### src/rtl/off_chip_pkg.sv
// Shared types and constants for the off-chip lane serializer slice.
package off_chip_pkg;

  localparam int unsigned DATA_W     = 64;
  localparam int unsigned LANE_W     = 16;
  localparam int unsigned DEPTH      = 4;
  localparam int unsigned CREDIT_MAX = 8;
  localparam int unsigned LANE_BEATS = DATA_W / LANE_W;
  localparam int unsigned CREDIT_W   = 4;

  // Serializer FSM: one idle state plus one state per lane beat.
  typedef enum logic [2:0] {
    StIdle,
    StBeat0,
    StBeat1,
    StBeat2,
    StBeat3
  } lane_state_e;

  // Even parity: XOR of all bits, so data plus parity has an even number of ones.
  function automatic logic even_parity(input logic [LANE_W-1:0] data);
    return ^data;
  endfunction

endpackage

### src/rtl/off_chip_lane_serializer_if.sv
// Upstream word handshake, lane beat outputs and credit return, bundled for the serializer.
interface off_chip_lane_serializer_if;
  import off_chip_pkg::*;

  logic [DATA_W-1:0]   in_data;
  logic                in_valid;
  logic                in_ready;
  logic [LANE_W-1:0]   lane_data;
  logic                lane_valid;
  logic                lane_sof;
  logic                lane_parity;
  logic                credit_ret;
  logic [CREDIT_W-1:0] credits;
  logic                credit_err;

  // Driver side: upstream stage plus far-end credit return.
  modport master (
    output in_data,
    output in_valid,
    output credit_ret,
    input  in_ready,
    input  lane_data,
    input  lane_valid,
    input  lane_sof,
    input  lane_parity,
    input  credits,
    input  credit_err
  );

  // Serializer side.
  modport slave (
    input  in_data,
    input  in_valid,
    input  credit_ret,
    output in_ready,
    output lane_data,
    output lane_valid,
    output lane_sof,
    output lane_parity,
    output credits,
    output credit_err
  );

endinterface

### src/rtl/off_chip_sync_fifo.sv
// Small synchronous FIFO with registered count. Storage is not reset; only pointers and count.
module off_chip_sync_fifo
  import off_chip_pkg::*;
#(
  parameter int unsigned Depth = DEPTH,
  parameter int unsigned Width = DATA_W
) (
  input  logic             clk,
  input  logic             rst,
  input  logic             push_i,
  input  logic [Width-1:0] wdata_i,
  input  logic             pop_i,
  output logic [Width-1:0] rdata_o,
  output logic             full_o,
  output logic             empty_o
);

  localparam int unsigned PtrW = $clog2(Depth);
  localparam int unsigned CntW = $clog2(Depth + 1);

  logic [Width-1:0] mem_q [Depth];
  logic [Width-1:0] mem_d [Depth];
  logic [PtrW-1:0]  wr_ptr_q, wr_ptr_d;
  logic [PtrW-1:0]  rd_ptr_q, rd_ptr_d;
  logic [CntW-1:0]  count_q, count_d;
  logic             push_ok, pop_ok;

  // Full/empty come only from the registered count; a full FIFO refuses a push even on a pop.
  assign full_o  = (count_q == CntW'(Depth));
  assign empty_o = (count_q == '0);
  assign push_ok = push_i && !full_o;
  assign pop_ok  = pop_i && !empty_o;
  assign rdata_o = mem_q[rd_ptr_q];

  // Next-state for storage, pointers and occupancy.
  always_comb begin
    mem_d    = mem_q;
    wr_ptr_d = wr_ptr_q;
    rd_ptr_d = rd_ptr_q;
    count_d  = count_q;
    if (push_ok) begin
      mem_d[wr_ptr_q] = wdata_i;
      wr_ptr_d        = wr_ptr_q + PtrW'(1);
    end
    if (pop_ok) begin
      rd_ptr_d = rd_ptr_q + PtrW'(1);
    end
    unique case ({push_ok, pop_ok})
      2'b10:   count_d = count_q + CntW'(1);
      2'b01:   count_d = count_q - CntW'(1);
      default: count_d = count_q;
    endcase
  end

  // Storage array, no reset needed.
  always_ff @(posedge clk) begin
    mem_q <= mem_d;
  end

  // Pointer and count registers.
  always_ff @(posedge clk) begin
    if (rst) begin
      wr_ptr_q <= '0;
      rd_ptr_q <= '0;
      count_q  <= '0;
    end else begin
      wr_ptr_q <= wr_ptr_d;
      rd_ptr_q <= rd_ptr_d;
      count_q  <= count_d;
    end
  end

endmodule

### src/rtl/off_chip_lane_serializer.sv
// Buffers 64-bit words and serializes each onto a 16-bit lane as four credit-gated beats.
module off_chip_lane_serializer
  import off_chip_pkg::*;
(
  input  logic                        clk,
  input  logic                        rst,
  off_chip_lane_serializer_if.slave   bus
);

  localparam logic [CREDIT_W-1:0] CreditMax = CREDIT_W'(CREDIT_MAX);

  lane_state_e         state_q, state_d;
  logic [DATA_W-1:0]   shreg_q, shreg_d;
  logic [CREDIT_W-1:0] credits_q, credits_d;
  logic                credit_err_q, credit_err_d;
  logic [LANE_W-1:0]   lane_data_q, lane_data_d;
  logic                lane_valid_q, lane_valid_d;
  logic                lane_sof_q, lane_sof_d;
  logic                lane_parity_q, lane_parity_d;

  logic [DATA_W-1:0]   fifo_rdata;
  logic                fifo_full, fifo_empty;
  logic                push, pop, word_slot;

  assign push      = bus.in_valid && !fifo_full;
  // A new word may start only when the lane is free or finishing its last beat.
  assign word_slot = (state_q == StIdle) || (state_q == StBeat3);
  assign pop       = word_slot && !fifo_empty && (credits_q != '0);

  off_chip_sync_fifo #(
    .Depth (DEPTH),
    .Width (DATA_W)
  ) u_fifo (
    .clk     (clk),
    .rst     (rst),
    .push_i  (push),
    .wdata_i (bus.in_data),
    .pop_i   (pop),
    .rdata_o (fifo_rdata),
    .full_o  (fifo_full),
    .empty_o (fifo_empty)
  );

  // FSM next state, shift register and registered lane outputs derived from the next state.
  always_comb begin
    state_d = state_q;
    shreg_d = shreg_q;
    unique case (state_q)
      StIdle:  state_d = pop ? StBeat0 : StIdle;
      StBeat0: state_d = StBeat1;
      StBeat1: state_d = StBeat2;
      StBeat2: state_d = StBeat3;
      StBeat3: state_d = pop ? StBeat0 : StIdle;
      default: state_d = StIdle;
    endcase

    // Low half goes out first, so the shift register moves right one lane per beat.
    if (pop) begin
      shreg_d = fifo_rdata;
    end else if (state_q == StBeat0 || state_q == StBeat1 || state_q == StBeat2) begin
      shreg_d = shreg_q >> LANE_W;
    end

    lane_valid_d  = (state_d != StIdle);
    lane_sof_d    = (state_d == StBeat0);
    lane_data_d   = lane_valid_d ? shreg_d[LANE_W-1:0] : '0;
    lane_parity_d = even_parity(lane_data_d);
  end

  // Credit counter: pop consumes, credit_ret replenishes, saturation with sticky error.
  always_comb begin
    credits_d    = credits_q;
    credit_err_d = credit_err_q;
    unique case ({pop, bus.credit_ret})
      2'b10: credits_d = credits_q - CREDIT_W'(1);
      2'b01: begin
        if (credits_q == CreditMax) begin
          credit_err_d = 1'b1;
        end else begin
          credits_d = credits_q + CREDIT_W'(1);
        end
      end
      default: credits_d = credits_q;
    endcase
  end

  // State, datapath and output registers.
  always_ff @(posedge clk) begin
    if (rst) begin
      state_q       <= StIdle;
      shreg_q       <= '0;
      credits_q     <= CreditMax;
      credit_err_q  <= 1'b0;
      lane_data_q   <= '0;
      lane_valid_q  <= 1'b0;
      lane_sof_q    <= 1'b0;
      lane_parity_q <= 1'b0;
    end else begin
      state_q       <= state_d;
      shreg_q       <= shreg_d;
      credits_q     <= credits_d;
      credit_err_q  <= credit_err_d;
      lane_data_q   <= lane_data_d;
      lane_valid_q  <= lane_valid_d;
      lane_sof_q    <= lane_sof_d;
      lane_parity_q <= lane_parity_d;
    end
  end

  assign bus.in_ready    = !fifo_full;
  assign bus.lane_data   = lane_data_q;
  assign bus.lane_valid  = lane_valid_q;
  assign bus.lane_sof    = lane_sof_q;
  assign bus.lane_parity = lane_parity_q;
  assign bus.credits     = credits_q;
  assign bus.credit_err  = credit_err_q;

endmodule

### src/flat_wrapper.sv
// flat-port wrapper written by rule: the top's interface ports become plain ports
module off_chip_lane_serializer_flat import off_chip_pkg::*;
  (clk, rst, bus_in_data, bus_in_valid, bus_credit_ret, bus_in_ready, bus_lane_data, bus_lane_valid, bus_lane_sof, bus_lane_parity, bus_credits, bus_credit_err);
  off_chip_lane_serializer_if bus_i ();
  input  logic clk;
  input  logic rst;
  input wire logic [$bits(bus_i.in_data)-1:0] bus_in_data;
  input wire logic [$bits(bus_i.in_valid)-1:0] bus_in_valid;
  input wire logic [$bits(bus_i.credit_ret)-1:0] bus_credit_ret;
  output wire logic [$bits(bus_i.in_ready)-1:0] bus_in_ready;
  output wire logic [$bits(bus_i.lane_data)-1:0] bus_lane_data;
  output wire logic [$bits(bus_i.lane_valid)-1:0] bus_lane_valid;
  output wire logic [$bits(bus_i.lane_sof)-1:0] bus_lane_sof;
  output wire logic [$bits(bus_i.lane_parity)-1:0] bus_lane_parity;
  output wire logic [$bits(bus_i.credits)-1:0] bus_credits;
  output wire logic [$bits(bus_i.credit_err)-1:0] bus_credit_err;
  assign bus_i.in_data = bus_in_data;
  assign bus_i.in_valid = bus_in_valid;
  assign bus_i.credit_ret = bus_credit_ret;
  assign bus_in_ready = bus_i.in_ready;
  assign bus_lane_data = bus_i.lane_data;
  assign bus_lane_valid = bus_i.lane_valid;
  assign bus_lane_sof = bus_i.lane_sof;
  assign bus_lane_parity = bus_i.lane_parity;
  assign bus_credits = bus_i.credits;
  assign bus_credit_err = bus_i.credit_err;
  off_chip_lane_serializer u_core (.clk(clk), .rst(rst), .bus(bus_i));
endmodule
### config.mk
export PLATFORM = sky130hd
export DESIGN_NAME = off_chip_lane_serializer_flat
export DESIGN_NICKNAME = d
export VERILOG_FILES = /design/src/rtl/off_chip_pkg.sv /design/src/rtl/off_chip_lane_serializer_if.sv /design/src/rtl/off_chip_sync_fifo.sv /design/src/rtl/off_chip_lane_serializer.sv /design/src/flat_wrapper.sv
export SDC_FILE = /design/constraint.sdc
export NUM_CORES = 1
export LEC_CHECK = 0
export CAP_MARGIN = 15
export CORE_ASPECT_RATIO = 0.6
export CORE_MARGIN = 1
export CORE_UTILIZATION = 62
export CTS_CLUSTER_DIAMETER = 150
export DETAILED_ROUTE_END_ITERATION = 16
export GPL_TIMING_DRIVEN = 0
export PLACE_DENSITY = 0.92
export SYNTH_ARGS = -nofsm -noshare
export SYNTH_HDL_FRONTEND = slang
export SYNTH_SLANG_ARGS = --single-unit
export TNS_END_PERCENT = 100
### constraint.sdc
create_clock -name clk -period 5.3 [get_ports clk]
set_input_delay 1.325 -clock clk [delete_from_list [all_inputs] [get_ports clk]]
set_output_delay 1.325 -clock clk [all_outputs]
set_load 0.005 [all_outputs]
# Word-level counts from Yosys, hierarchy flattened
# Index checks and enable logic that the tools add are counted.
[word_totals]
out_inout_bits = 25
in_bits = 68
word_cells = 75
register_bits = 354
[classes]
add_sub_neg = 6
bitwise_logic = 2
mux = 14
n_reduce_logical = 22
magnitude_cmp = 3
n_eq_ne = 12
[ops]
columns = ["cell", "n"]
rows = [
  ["64-bit two-way mux", 5],
  ["256-bit bitwise mux", 1],
  ["64-bit binary-select mux with 2-bit select", 1],
  ["64-bit demux with 2-bit select", 1],
  ["16-bit two-way mux", 1],
  ["16-bit parity", 1],
  ["3-bit one-hot mux with 4 select lines", 1],
  ["4-bit one-hot mux with 2 select lines", 1],
  ["3-bit by 1-bit == test with 1-bit output (second input constant)", 2],
  ["3-bit by 2-bit == test with 1-bit output (second input constant)", 2],
  ["3-bit == test (second input constant)", 2],
  ["3-bit greater-or-equal comparator (second input constant)", 2],
  ["1-bit logical AND", 6],
  ["3-bit logical NOT", 2],
  ["2-bit NOT with 3-bit output", 2],
  ["3-bit one-hot mux with 2 select lines", 1],
  ["2-bit nonzero test", 3],
  ["2-bit by 1-bit adder with 2-bit output (second input constant)", 2],
  ["4-bit by 1-bit adder with 4-bit output (second input constant)", 1],
  ["2-bit by 1-bit == test with 1-bit output (second input constant)", 2],
  ["2-bit == test (second input constant)", 2],
  ["4-bit == test (second input constant)", 1],
  ["4-bit two-way mux", 1],
  ["2-bit AND reduction", 2],
  ["11 further kinds", 14],
]

# Longest topological paths before layout
# Gate-level depths: netlist of run 1.
[logic_depth]
ltp_word = 9
mapped_depth = 12

# By module
# A second synthesis of run 1 with hierarchy kept.
[unflattened]
cells_unflattened = 859
hier_area_um2 = 13531.7
[modules_own_cells]
columns = ["module", "instances", "cells_per_inst", "seq_area_each_um2", "area_each_um2"]
rows = [
  ["off_chip_sync_fifo", 1, 384, 7827.5, 9651.8],
  ["off_chip_lane_serializer", 1, 475, 1761.7, 3880.0],
]

# Least setup slack after synthesis of run 1
# Ideal clock, no wire load.
[synth_path]
path_type = "input-to-reg"
startpoint = "in bus_in_valid"
endpoint = "reg u_core.u_fifo.mem_q[128] (netlist bit) (enable)"
setup_time_ns = 0.429
arrival_ns = 2.880
path_slack_ns = 1.991
stages = 1
n_path_buf = 0
path_cell_list = "and3_1"
[synth_between]
elab_chain_cells = 2
[synth_lines]
columns = ["element", "line_no", "text"]
rows = [
  ["from (decl)", "flat_wrapper.sv:8", "input wire logic [$bits(bus_i.in_valid)-1:0] bus_in_valid;"],
  ["1-bit logical AND", "off_chip_lane_serializer.sv:25", "assign push = bus.in_valid && !fifo_full;"],
  ["1-bit logical AND", "off_chip_sync_fifo.sv:31", "assign push_ok = push_i && !full_o;"],
  ["to (signal assigned)", "off_chip_sync_fifo.sv:57", "mem_q <= mem_d;"],
  ["to (decl)", "off_chip_sync_fifo.sv:21", "logic [Width-1:0] mem_q [Depth];"],
]
# No other way between the ends.
# A chain may end at the register's enable or synchronous reset.

# Worst setup path after layout of run 1
[layout_path]
startpoint = "reg u_core.credits_q[0], in the netlist u_core.bus.credits[0]"
endpoint = "reg u_core.u_fifo.count_q[2]"
[layout_between]
elab_chain_cells = 5
[layout_lines]
columns = ["element", "line_no", "text"]
rows = [
  ["from (decl)", "off_chip_lane_serializer.sv:14", "logic [CREDIT_W-1:0] credits_q, credits_d;"],
  ["from (signal assigned)", "off_chip_lane_serializer.sv:92", "credits_q <= CreditMax;"],
  ["from (signal assigned)", "off_chip_lane_serializer.sv:101", "credits_q <= credits_d;"],
  ["4-bit nonzero test *", "off_chip_lane_serializer.sv:28", "assign pop = word_slot && !fifo_empty && (credits_q != '0);"],
  ["1-bit logical AND *", "off_chip_lane_serializer.sv:28", ""],
  ["1-bit logical AND *", "off_chip_sync_fifo.sv:32", "assign pop_ok = pop_i && !empty_o;"],
  ["via u_core.u_fifo.pop_ok", "off_chip_sync_fifo.sv:26", "logic push_ok, pop_ok;"],
  ["2-bit by 1-bit == test with 1-bit output or 2-bit == test (tied branches)", "off_chip_sync_fifo.sv:48", "unique case ({push_ok, pop_ok})"],
  ["3-bit one-hot mux with 2 select lines or 2-bit nonzero test (tied branches)", "--", ""],
  ["to (signal assigned)", "off_chip_sync_fifo.sv:69", "count_q <= count_d;"],
  ["to (decl)", "off_chip_sync_fifo.sv:25", "logic [CntW-1:0] count_q, count_d;"],
]
# The timed path passes the listed nets; every way through them passes the cells marked *.

==> flow_metrics.tcl, run 1 <==
set metrics [dict create \
    outcome "finished clean" \
    cts.repair.resized 0 \
    layout.cells.non_filler 1205 \
    worst-setup-path-type "reg -> reg" \
    holdPathEnd "u_core.shreg_q[63]" \
    gp_congestion 0.928 \
    cp-start-kind "flop" \
    ys_types 33 \
    grt_pass1_vias 7520 \
    multi_input_area_sq_um 3300 \
    worst_slack_ns 1.84 \
    wl_per_cell_microns 23.6 \
    clock_sinks 338 \
    drv_slew 0 \
    ios 93 \
    fillers 1103 \
    rr_endpoint "u_core.u_fifo.count_q[2]" \
    synthToLayoutAreaGrowth_pct 18.3 \
    max_freq_mhz 289 \
    grt_max_degree 41 \
    firstDrtPassIters 6 \
    grt_overflow 0 \
    tightest_slew_ns 0.812 \
    grt_usage_pct 27.4 \
    synthesis.area_sq_um 12900 \
    clk_path_buf_depth 3 \
    ys_seq_area_share_pct 72.6 \
    final.setup_skew_ns 0.00942 \
    yosys_most_used_dff "edfxtp_1" \
    synth-seq-cells 338 \
    power_mw 8.89 \
    power_density_nw_per_um2 584 \
    setup_viol 0 \
    htree_levels 1 \
    path_clk_slew_ns 0.07 \
    register_area_sq_um 9330 \
    synth_area_leaders "edfxtp_1 (60%), dfxtp_1 (13%), mux4_2 (11%)" \
    synthCells 783 \
    relSlewSlack_pct 45.9 \
    finalHoldViolCount 0 \
    start_util_pct 63.7 \
    cp-startpoint "u_core.bus.credits[0]" \
    worstHoldStart "u_core.shreg_q[63]" \
    core_area_sq_um 20200 \
    synth_warnings 0 \
    fin_area_sq_um 15200 \
    p_leak_nw 4.92 \
    dp_cells 1151 \
    die_w_microns 188 \
    fin_crit_sh_pct 65.3 \
    antenna_found_initial 1 \
    crit_fanout 10 \
    pre_cts_slack_ns 1.79 \
    clock_latency_ns 0.56 \
    cts_made_buffers 29 \
    wl_mm 28.5 \
    reg2reg_from "u_core.bus.credits[0]" \
    fin_nets 986 \
    syn-num-nets 860 \
    port_buffers 91 \
    synthTopCellsByCount "edfxtp_1 (256), nand2_1 (117), dfxtp_1 (82), mux4_2 (60), nor2_1 (47)" \
    required_ns 5.78 \
    drc_errors 0 \
    drv_cap 0 \
    yosysMostFrequentCell "edfxtp_1" \
    final_layout_size_suffix_gt1_share_pct 14.1 \
    final_antenna_net_count 0 \
    hold_buffers 0 \
    reg2regPathDepth 11 \
    hold-worst-slack_ns 0.474 \
    rows 40 \
    synth_edf_count 256 \
    async_flop_share_pct 0 \
    hold_path_depth 2 \
    vias 7540 \
    fin_setup_tns_ns 0 \
    min_period_ns 3.46 \
    endpoint_kind "flop" \
    grt_pass1_wl_mm 43.3 \
    syn_area_per_cell_sq_um 16.4 \
    dp_hpwl_mm 18.8 \
    hold_path_class "reg -> reg" \
    r2r_setup_slack_ns 1.84 \
    arrival_ns 3.94 \
    fp.dieH_microns 114 \
    grt_setup_unrepaired "false" \
    dieArea_sq_um 21300 \
    diodes 0 \
    yosys.area.top_type "edfxtp_1" \
    cts_tree "yes" \
    initialDrtViolationCount 933 \
    post-cts-setup-buffers 0 \
    synth_top_area_share_pct 59.8 \
    cts_root_buf "clkbuf_16" \
    final_util_pct 75.4 \
    post_dp_cell_area_sq_um 14200 \
    vias_per_cell 6.26 \
    vdd_drop_max_mv 0.386 \
]
==> sequential cells by signal (all words and copies together) (netlist names), 2 cells and up <==
| signal | cells |
|---|---|
| u_core.u_fifo.count_q | 3 |
| u_core.state_q | 3 |
| u_core.bus.credits | 4 |
| u_core.u_fifo.mem_q | 256 |
| u_core.u_fifo.rd_ptr_q | 2 |
| u_core.shreg_q | 48 |
| u_core.bus.lane_data | 16 |
| u_core.u_fifo.wr_ptr_q | 2 |
==> where the power goes <==
| group | switching (mW) | leakage, nW | total [mW] | internal (mW) |
|---|---|---|---|---|
| logic | 1.82 | 1.40 | 3.12 | 1.31 |
| clock network | 0.920 | 0.497 | 2.18 | 1.26 |
| registers | 0.266 | 3.02 | 3.59 | 3.32 |
| total | 3.00 | 4.92 | 8.89 | 5.88 |
==> placed cells by master, fill, tap and decap left out, drive strengths merged, types with 3 or more instances in the layout <==
master,n
a21oi,39
a311oi,32
and3,4
buf,18
clkbuf,80
clkdlybuf4s50,91
clkinv,6
dfxtp,82
edfxtp,256
ha,7
inv,10
mux4,64
nand2,117
nand3,17
nor2,47
nor3,3
o21ai,4
xnor2,30
xor2,9
==> cells by family after synthesis <==
logic type | share of synthesized area [%]
DFF | 72.6
AOI/OAI and AO/OA | 4.13
buffers and inverters | 1.91
and+or+nand+nor | 6.09
xor gates and xnor gates | 2.83
muxes | 11.5
adders and majority gates | 0.993
==> metal layers <==
layer,global-route usage [%],vias to the layer above,share of wire [%]
met5,0,-,0.035
met4,7.43,2,2.5
met3,6.65,74,12
met2,42.0,497,46
met1,40.2,3737,40
li1,-,3230,-
==> worst max-delay path by stage <==
| stage | to | depth (start not counted) | slack (ns) |
|---|---|---|---|
| floorplan | u_core.u_fifo.mem_q[128] | 1 | 1.99 |
| global placement | u_core.u_fifo.mem_q[201] | 2 | 0.42 |
| detailed placement | u_core.u_fifo.count_q[2] | 9 | 1.79 |
| CTS | u_core.u_fifo.count_q[2] | 11 | 1.91 |
| global route | u_core.u_fifo.count_q[2] | 11 | 1.70 |
| finish | u_core.u_fifo.count_q[2] | 11 | 1.84 |
==> final cells by class <==
class	count	share of cell area, %
flip-flops and latches	338	61.3
multi-input cells	387	21.7
repair buffers	95	6.56
clock buffers	44	5.85
well taps	273	2.25
plain buffers	50	1.41
clock inverters	10	0.691
inverters	8	0.197
==> critical path, stage by stage (launching register included) <==
cell	delay (ns)
dfxtp_1	0.49
or4_1	0.19
o311ai_1	0.16
inv_1	0.16
clkbuf_1	0.42
clkbuf_1	0.49
ha_1	0.30
inv_1	0.07
fa_1	0.44
xor2_1	0.17
or3_1	0.33
a21oi_1	0.16
Note: power is estimated with default switching activity, not from simulation.
==> run 2, diff against run 1 <==
CORE_UTILIZATION = 52   (was 62)
PLACE_DENSITY = 0.83   (was 0.92)
clock period = 2.95 ns   (was 5.3 ns; I/O delays follow)
==> run 2 against run 1 <==
Count of clock-buffer cells in the layout shrank 8. Sequential share of layout area is 0.72 points lower. Combinational power rose by 80%. Sequential cell count is the same. Die area increased by 19%. Critical path depth up 1. Core utilization fell by 12 points.
==> flow_metrics.tcl, run 2 (same netlist as run 1, synthesis figures left out) <==
set metrics [dict create \
    final_antenna_net_count 0 \
    min_period_ns 2.84 \
    cp_slowest_cell "or4_4" \
    crit_fanout 4 \
    grt_pass1_vias 7325 \
    path_common_cell "o21ai_0" \
    fin_crit_sh_pct 96.2 \
    grt_pass1_wl_mm 43.1 \
    clk_path_buf_depth 3 \
    drv_cap 0 \
    fillers 1729 \
    drv_slew 0 \
    power_density_nw_per_um2 1060 \
    final_cell_mix "edfxtp_1 (256), nand2_1 (117), clkdlybuf4s50_1 (91)" \
    firstDrtPassIters 5 \
    max_freq_mhz 353 \
    finalHoldViolCount 0 \
    grt_overflow 0 \
    endpoint_kind "flop" \
    multi_input_area_sq_um 3330 \
    crit_chain "or4_4 -> o311ai_4 -> clkbuf_8 -> clkbuf_1 -> nand2_1 -> ha_1 -> a21o_1 -> a21oi_2 -> o21ai_0 -> o21ai_0 -> xor2_1 -> nand2b_1" \
    grt.busiest_layer "met1" \
    vdd_drop_max_mv 0.707 \
    register_area_sq_um 9330 \
    largest_reg_flops 256 \
    wl_per_cell_microns 22.4 \
    crit_buf_inv 2 \
    die_w_microns 205 \
    htree_levels 1 \
    vias_per_cell 5.87 \
    power_mw 16.3 \
    wl_mm 28.1 \
    cts_made_buffers 29 \
    fin_area_sq_um 15400 \
    drc_errors 0 \
    grt_util_met1_pct 34.9 \
    cp-start-kind "flop" \
    clock_latency_ns 0.56 \
    post_dp_cell_area_sq_um 14300 \
    path_clk_slew_ns 0.07 \
    antenna_found_initial 0 \
    holdPathEnd "u_core.bus.credit_err" \
    worstHoldStart "u_core.bus.credit_err" \
    initialDrtViolationCount 777 \
    start_util_pct 53.1 \
    synthToLayoutAreaGrowth_pct 19.7 \
    arrival_ns 3.28 \
    top_register "u_core.u_fifo.mem_q" \
    hold_buffers 0 \
    r2r_setup_slack_ns 0.11 \
    setup_viol 0 \
    cts_root_buf "clkbuf_16" \
    port_buffers 91 \
    dieArea_sq_um 25400 \
    met2_usage_pct 34.4 \
    relSlewSlack_pct 44.9 \
    final.setup_skew_ns 0.0112 \
    ios 93 \
    worst-setup-path-type "reg -> reg" \
    diodes 0 \
    outcome "finished clean" \
    gp_congestion 0.919 \
    grt_max_degree 44 \
    rr_endpoint "u_core.bus.credits[3]" \
    reg2reg_from "u_core.bus.credits[3]" \
    reg2regPathDepth 12 \
    hold_path_depth 2 \
    rows 44 \
    final_layout_size_suffix_gt1_share_pct 15.5 \
    grtUsageMet3_pct 5.91 \
    p_leak_nw 4.97 \
    tightest_slew_ns 0.827 \
    fin_nets 986 \
    dp_hpwl_mm 18.9 \
    vias 7358 \
    slowest_delay_ns 0.57 \
    cts_tree "yes" \
    core_area_sq_um 24200 \
    hold_path_class "reg -> reg" \
    fp.dieH_microns 124 \
    grt_usage_pct 23.2 \
    clock_sinks 338 \
    final_common_cell "edfxtp_1" \
    crit_family "simple AND/OR/NAND/NOR gates" \
    required_ns 3.40 \
]
[run 2: metal layers]
layer  vias up  part of all wire (%)
met4         0                   2.2
met3        54                   9.1
met1      3731                    45
met5         -                     0
li1       3227                     -
met2       346                    44
[run 2: timing repair]
action,CTS,global route
hold endpoints to repair,0,0
endpoints found under the setup margin,3,3
resized for setup,5,5
setup buffers,0,1
[run 2: power by group]
group | leakage [nW] | internal (mW) | switching (mW)
registers | 3.02 | 5.97 | 0.454
clock network | 0.538 | 2.51 | 1.71
logic | 1.41 | 2.39 | 3.23
total | 4.97 | 10.9 | 5.39
[run 2: through the flow]
step / utilization (%) / cells / setup WS (ns) / hold WS [ns] / setup TNS, ns
after global placement: 58.5 / 1196 / -1.43 / 0.454 / -354.04
after global routing: 63.5 / 1254 / -0.0245 / 0.488 / -0.0245
after detailed placement: 58.9 / 1200 / -0.269 / 0.459 / -0.575
final: 63.5 / 1254 / 0.113 / 0.476 / 0
after floorplan: - / 783 / 0.207 / 0.444 / 0
after CTS: 63.4 / 1253 / 0.0428 / 0.474 / 0
[run 2: final cells by class]
type | instances | share of cell area, %
Clock buffer | 36 | 5.35
Tap cell | 322 | 2.62
Sequential cell | 338 | 60.6
Clock inverter | 18 | 1.63
Timing Repair Buffer | 96 | 6.54
Multi-Input combinational cell | 387 | 21.6
Inverter | 8 | 0.195
Buffer | 49 | 1.45
[run 2: worst max path at each step]
stage | slack [ns] | depth (start not counted) | startpoint | end
floorplan | 0.21 | 11 | u_core.bus.credits[0] | u_core.u_fifo.count_q[2]
global placement | -1.43 | 2 | bus_in_valid | u_core.u_fifo.mem_q[140]
detailed placement | -0.27 | 11 | u_core.bus.credits[0] | u_core.u_fifo.count_q[2]
CTS | 0.04 | 12 | u_core.bus.credits[0] | u_core.bus.credits[3]
global route | -0.02 | 12 | u_core.bus.credits[3] | u_core.bus.credits[3]
finish | 0.11 | 12 | u_core.bus.credits[3] | u_core.bus.credits[3]
[run 2: worst min-delay path: cells and delay by family (launching register included)]
family / cells / cell delay (ns)
flops: 1 / 0.33
compound gates: 1 / 0.04
simple gates: 1 / 0.07
==> run 3, diff against run 2 <==
CTS_CLUSTER_DIAMETER = 80   (was 150)
==> results of run 3 <==
Same layout as run 2: the final DEF is identical, and so are final timing and power.
==> patch 1, RTL diff (config.mk and constraints of run 2) <==
The 5 states of `lane_state_e` get a Gray code encoding in 3 bits.
--- a/src/rtl/off_chip_pkg.sv
+++ b/src/rtl/off_chip_pkg.sv
@@ -12,7 +12,7 @@
   typedef enum logic [2:0] {
-    StIdle,
-    StBeat0,
-    StBeat1,
-    StBeat2,
-    StBeat3
+    StIdle  = 3'b000,
+    StBeat0 = 3'b001,
+    StBeat1 = 3'b011,
+    StBeat2 = 3'b010,
+    StBeat3 = 3'b110
   } lane_state_e;
Check against the original RTL: same outputs for any inputs over 10 cycles, from zero or initial values and one cycle with rst high; not proved beyond that.
==> patch 1 against run 2 <==
  * The flow now finishes with violations (DRC)
  * Sequential cell count is 8 higher
  * Non-clock buffer count is 2 lower
  * Clock skew grew 0.0087 ns
  * Hold slack worse by 0.0036 ns
  * Total power down 7.2%
  * Area after synthesis up 1.8%
  * Routed wire length grew 0.30%
  * Cell area grew 0.59%
  * Critical path type unchanged
  * Setup slack improved by 0.068 ns
==> patch 1: results (changes against run 2) <==
The run finished, with violations left. The checks that failed: DRC. The critical path arrival is 3.25 ns (-0.03 ns), and the multi-input combinational area share is 21.8% (+0.17 points). The number of instances in the synthesized netlist was 798 (+1.9%).

The number of nets produced by synthesis was 875 (+1.7%); the average routed wire per standard cell was 22.3 um (-0.65%). The area of the multi-input gates is 0.00337 mm^2 (+1.4%). In this run the critical register-to-register path is launched from u_core.bus.credits[0]. The ratio of routed vias to standard cells is 5.93 (+1.1%). Startpoint of the tightest hold check path: u_core.shreg_q[50]. The ratio of cells with drive above 1 in the final layout came out at 13.6% (-1.9 points). The sequential cell count of the final layout was 346 (+2.4%).

The tools report the setup slack of the critical path after layout as 0.181 ns (+0.0677 ns). Setup slack after placement: -0.425 ns (-0.156 ns). The area overhead of the layout relative to synthesis came out at 18.3%. Counting instances in the post-synthesis netlist gives the leading cell types as sky130_fd_sc_hd__edfxtp_1, sky130_fd_sc_hd__nand2_1, sky130_fd_sc_hd__dfxtp_1.

The tools report the all-layer global routing usage as 22.6% (-0.53 points). The setup clock skew after layout was 0.0199 ns (+0.00869 ns); the part of the Yosys area used for sequential elements was 72.5% (about the same). The logs give 49 (+11%) for the maximum number of pins on one net before global-route repair and 11 (+6) for the number of iterations in the first detailed-routing pass. The via count of the first global-routing pass is 7418 (+1.3%), and the non-clock buffer total of the final layout is 143 (-1.4%). The tools report the final RePlAce weighted congestion as 0.881 (-4.2%). The number of DRC violations after detailed routing was 7 (+7).

Sorting the synthesized cells by area gives the leading types as sky130_fd_sc_hd__edfxtp_1, sky130_fd_sc_hd__dfxtp_1, sky130_fd_sc_hd__mux4_2. The delay of the slowest cell on the worst path was 0.48 ns (-0.09 ns). The buffer share of cell area was 7.91% (-0.071 points). The logs give 28200 um (+0.30%) for the total detailed-routing wirelength and 45.0% (+0.12 points) for the worst-case headroom to the max-slew limit. Slowest library cell on the worst path: sky130_fd_sc_hd__or4_1. The post-layout net count came out at 999 (+1.3%). The DRC violation total after the first TritonRoute iteration was 998 (+28%).

The placed standard-cell area is 0.0145 mm^2 (+1.8%), and the setup slack on the worst flop-to-flop path is 0.18 ns (+0.07 ns). The power of the clock network was 3.84 mW (-9.0%). The area taken by flip-flops and latches was 0.00949 mm^2 (+1.8%); the combinational power was 4.72 mW (-16%).
patch 1: cell count changes after synthesis, sizes merged, moves of 6 or more:
cell / change
buf: +6
a22oi: +33
a311oi: -27
nand2: -21
a21oi: +33
dfxtp: +8
clkbuf: -6
nor2: -23
patch 1: metrics by stage:
stage	TNS [ns]	utilization (%)	total power, mW
floorplan	0	-	9.67
finish	0	63.3	15.1
global route	0	63.3	15.8
detailed placement	-0.616	59.4	11.2
CTS	0	63.3	15.1
global placement	-344.49	58.9	11.0
patch 1: kinds of logic after synthesis:
group / after synthesis / synth area share (%)
adders and majority gates: 9 / 0.975
xor gates and xnor gates: 39 / 2.67
muxes: 69 / 11.5
DFF: 346 / 72.5
buffers and inverters: 58 / 1.86
and+or+nand+nor: 154 / 4.90
AOI/OAI and AO/OA: 123 / 5.63
patch 1: metal layers:
metal,GRT usage [%],share of wire (%),vias up
met5,0,0,-
met4,3.86,1.6,0
met3,4.95,10,41
met2,32.6,44,388
met1,35.8,44,3782
li1,-,-,3299
==> patch 2, RTL diff (flow settings as in run 2) <==
Without the edit above. `LANE_W`: 16 -> 20.
--- a/src/rtl/off_chip_pkg.sv
+++ b/src/rtl/off_chip_pkg.sv
@@ -4,3 +4,3 @@
   localparam int unsigned DATA_W     = 64;
-  localparam int unsigned LANE_W     = 16;
+  localparam int unsigned LANE_W     = 20;
   localparam int unsigned DEPTH      = 4;
Interface: changed (resized bus_lane_data); port bits go from 93 to 97. The function was not compared with the original's and may differ.
==> patch 2 against run 2 <==
  * Cell area increased by 5.5%
  * Routed wire length increased by 6.3%
  * Sequential share of layout area decreased by 0.72 points
  * Clock skew increased by 0.0036 ns
  * Largest power group unchanged
  * Area after synthesis increased by 7.1%
  * Setup slack got worse by 0.011 ns
  * Total power increased by 1.2%
  * Critical endpoint is now u_core.bus.lane_parity
  * Synthesized cell count increased by 15%
  * Core utilization decreased by 0.13 points
  * Sequential power increased by 6.4%
  * Count of clock-buffer cells in the layout increased by 6
  * Sequential cell count increased by 20
==> patch 2: results (changes against run 2) <==
The flow ran to the end, and the final reports show no timing, DRC or antenna violations. The number of resized instances in the post-cts repair step came out at 1 (-4). Final RePlAce weighted congestion: 0.905 (-1.6%). For the number of nets produced by synthesis, the log shows 977 (+14%).

Ranked by total cell area, the synthesized netlist is headed by sky130_fd_sc_hd__edfxtp_1, sky130_fd_sc_hd__dfxtp_1, sky130_fd_sc_hd__mux4_2. The multi-input combinational area share was 23.5% (+1.9 points); the number of antenna violations at the first check in global routing was 1 (+1). The sequential cell count of the final layout was 358 (+5.9%).

The count of buffers inserted at the top-level ports is 95 (+4.4%), and the clock buffer instance count of the final layout is 42 (+17%). Final hold slack: 0.474 ns (-0.00177 ns). The ratio of routed vias to standard cells is 5.79 (-1.3%).

The via count of the first global-routing pass is 8108 (+11%), and the internal power contribution is 11.1 mW (+2.1%). Count of distinct cell types in the synthesized netlist: 34 (+3.0%). The buffer share of cell area is 7.66% (-0.32 points).

The run gives 29900 um (+6.3%) as the total detailed-routing wirelength. The met3 routing resource usage after global routing was 5.51% (-0.40 points). The worst reg-to-reg path cell count works out to 9 (-3). Compared with the post-synthesis result, the final layout area differs by 18.0%. The endpoint identified for the worst register-to-register timing path is u_core.bus.lane_parity.

The DRC violation total after the first TritonRoute iteration was 935 (+20%); the ratio of cells with drive above 1 in the final layout was 11.9% (-3.5 points). The maximum number of pins on one net before global-route repair was 34 (-23%). The proportion of power drawn by the clock network was 24.0% (-2.0 points); the switching fraction of total power was 32.6% (-0.60 points). Clock buffer count from CTS: 31 (+6.9%). Among cell families on the critical path, the largest total delay comes from buffers and inverters. Largest driver fanout on the critical path: 10 (+6).

The clock tree cell share of total cell area came out at 6.04% (-0.94 points). The non-clock buffer total of the final layout was 148 (+2.1%); the part of the Yosys area used for sequential elements was 70.7% (-1.9 points). The wire length of the first global-routing pass is 45800 um (+6.3%). The reg-to-reg critical path startpoint is u_core.u_fifo.rd_ptr_q[1]. Combinational fraction of design power: 34.5% (about the same).

The run gives 34.2% (-0.24 points) as the met2 layer usage reported by global route. The slowest library cell on the worst path was sky130_fd_sc_hd__clkbuf_1. The highest ir drop seen on vdd was 563 uV (-20%).

Number of instances in the synthesized netlist: 900 (+15%). The source-to-sink clock delay at the later pin of the worst-skew pair was 0.58 ns (+0.02 ns). The run gives 1822 (+5.4%) as the fill cell total of the finished layout.

The tools report the worst-case headroom to the max-slew limit as 36.9% (-8.0 points).
## patch 2: cell types whose count changed in the layout (fill, tap and decap cells not counted), moves of 7 or more
| cell | change |
|---|---|
| sky130_fd_sc_hd__clkbuf_1 | +11 |
| sky130_fd_sc_hd__dfxtp_1 | +21 |
| sky130_fd_sc_hd__nor2_1 | -7 |
| sky130_fd_sc_hd__xnor2_1 | +21 |
| sky130_fd_sc_hd__a21oi_1 | +29 |
| sky130_fd_sc_hd__a311oi_1 | -8 |
| sky130_fd_sc_hd__nand2_1 | +55 |
## patch 2: cells by family (layout without fill, tap and decap cells)
kind of cell	count (synthesis)	in the layout	share of synthesized area, %
flops	358	358	70.7
simple gates	248	248	7.20
compound gates	96	96	4.20
mux	70	70	11.0
xor+xnor	61	61	4.18
buf+inv	58	213	1.80
fa+ha+maj	9	9	0.927
## patch 2: layer usage
metal	vias to the layer above	part of all wire, %
met5	-	0
met2	397	45
met1	4091	43
met3	48	9.7
met4	0	1.6
li1	3609	-
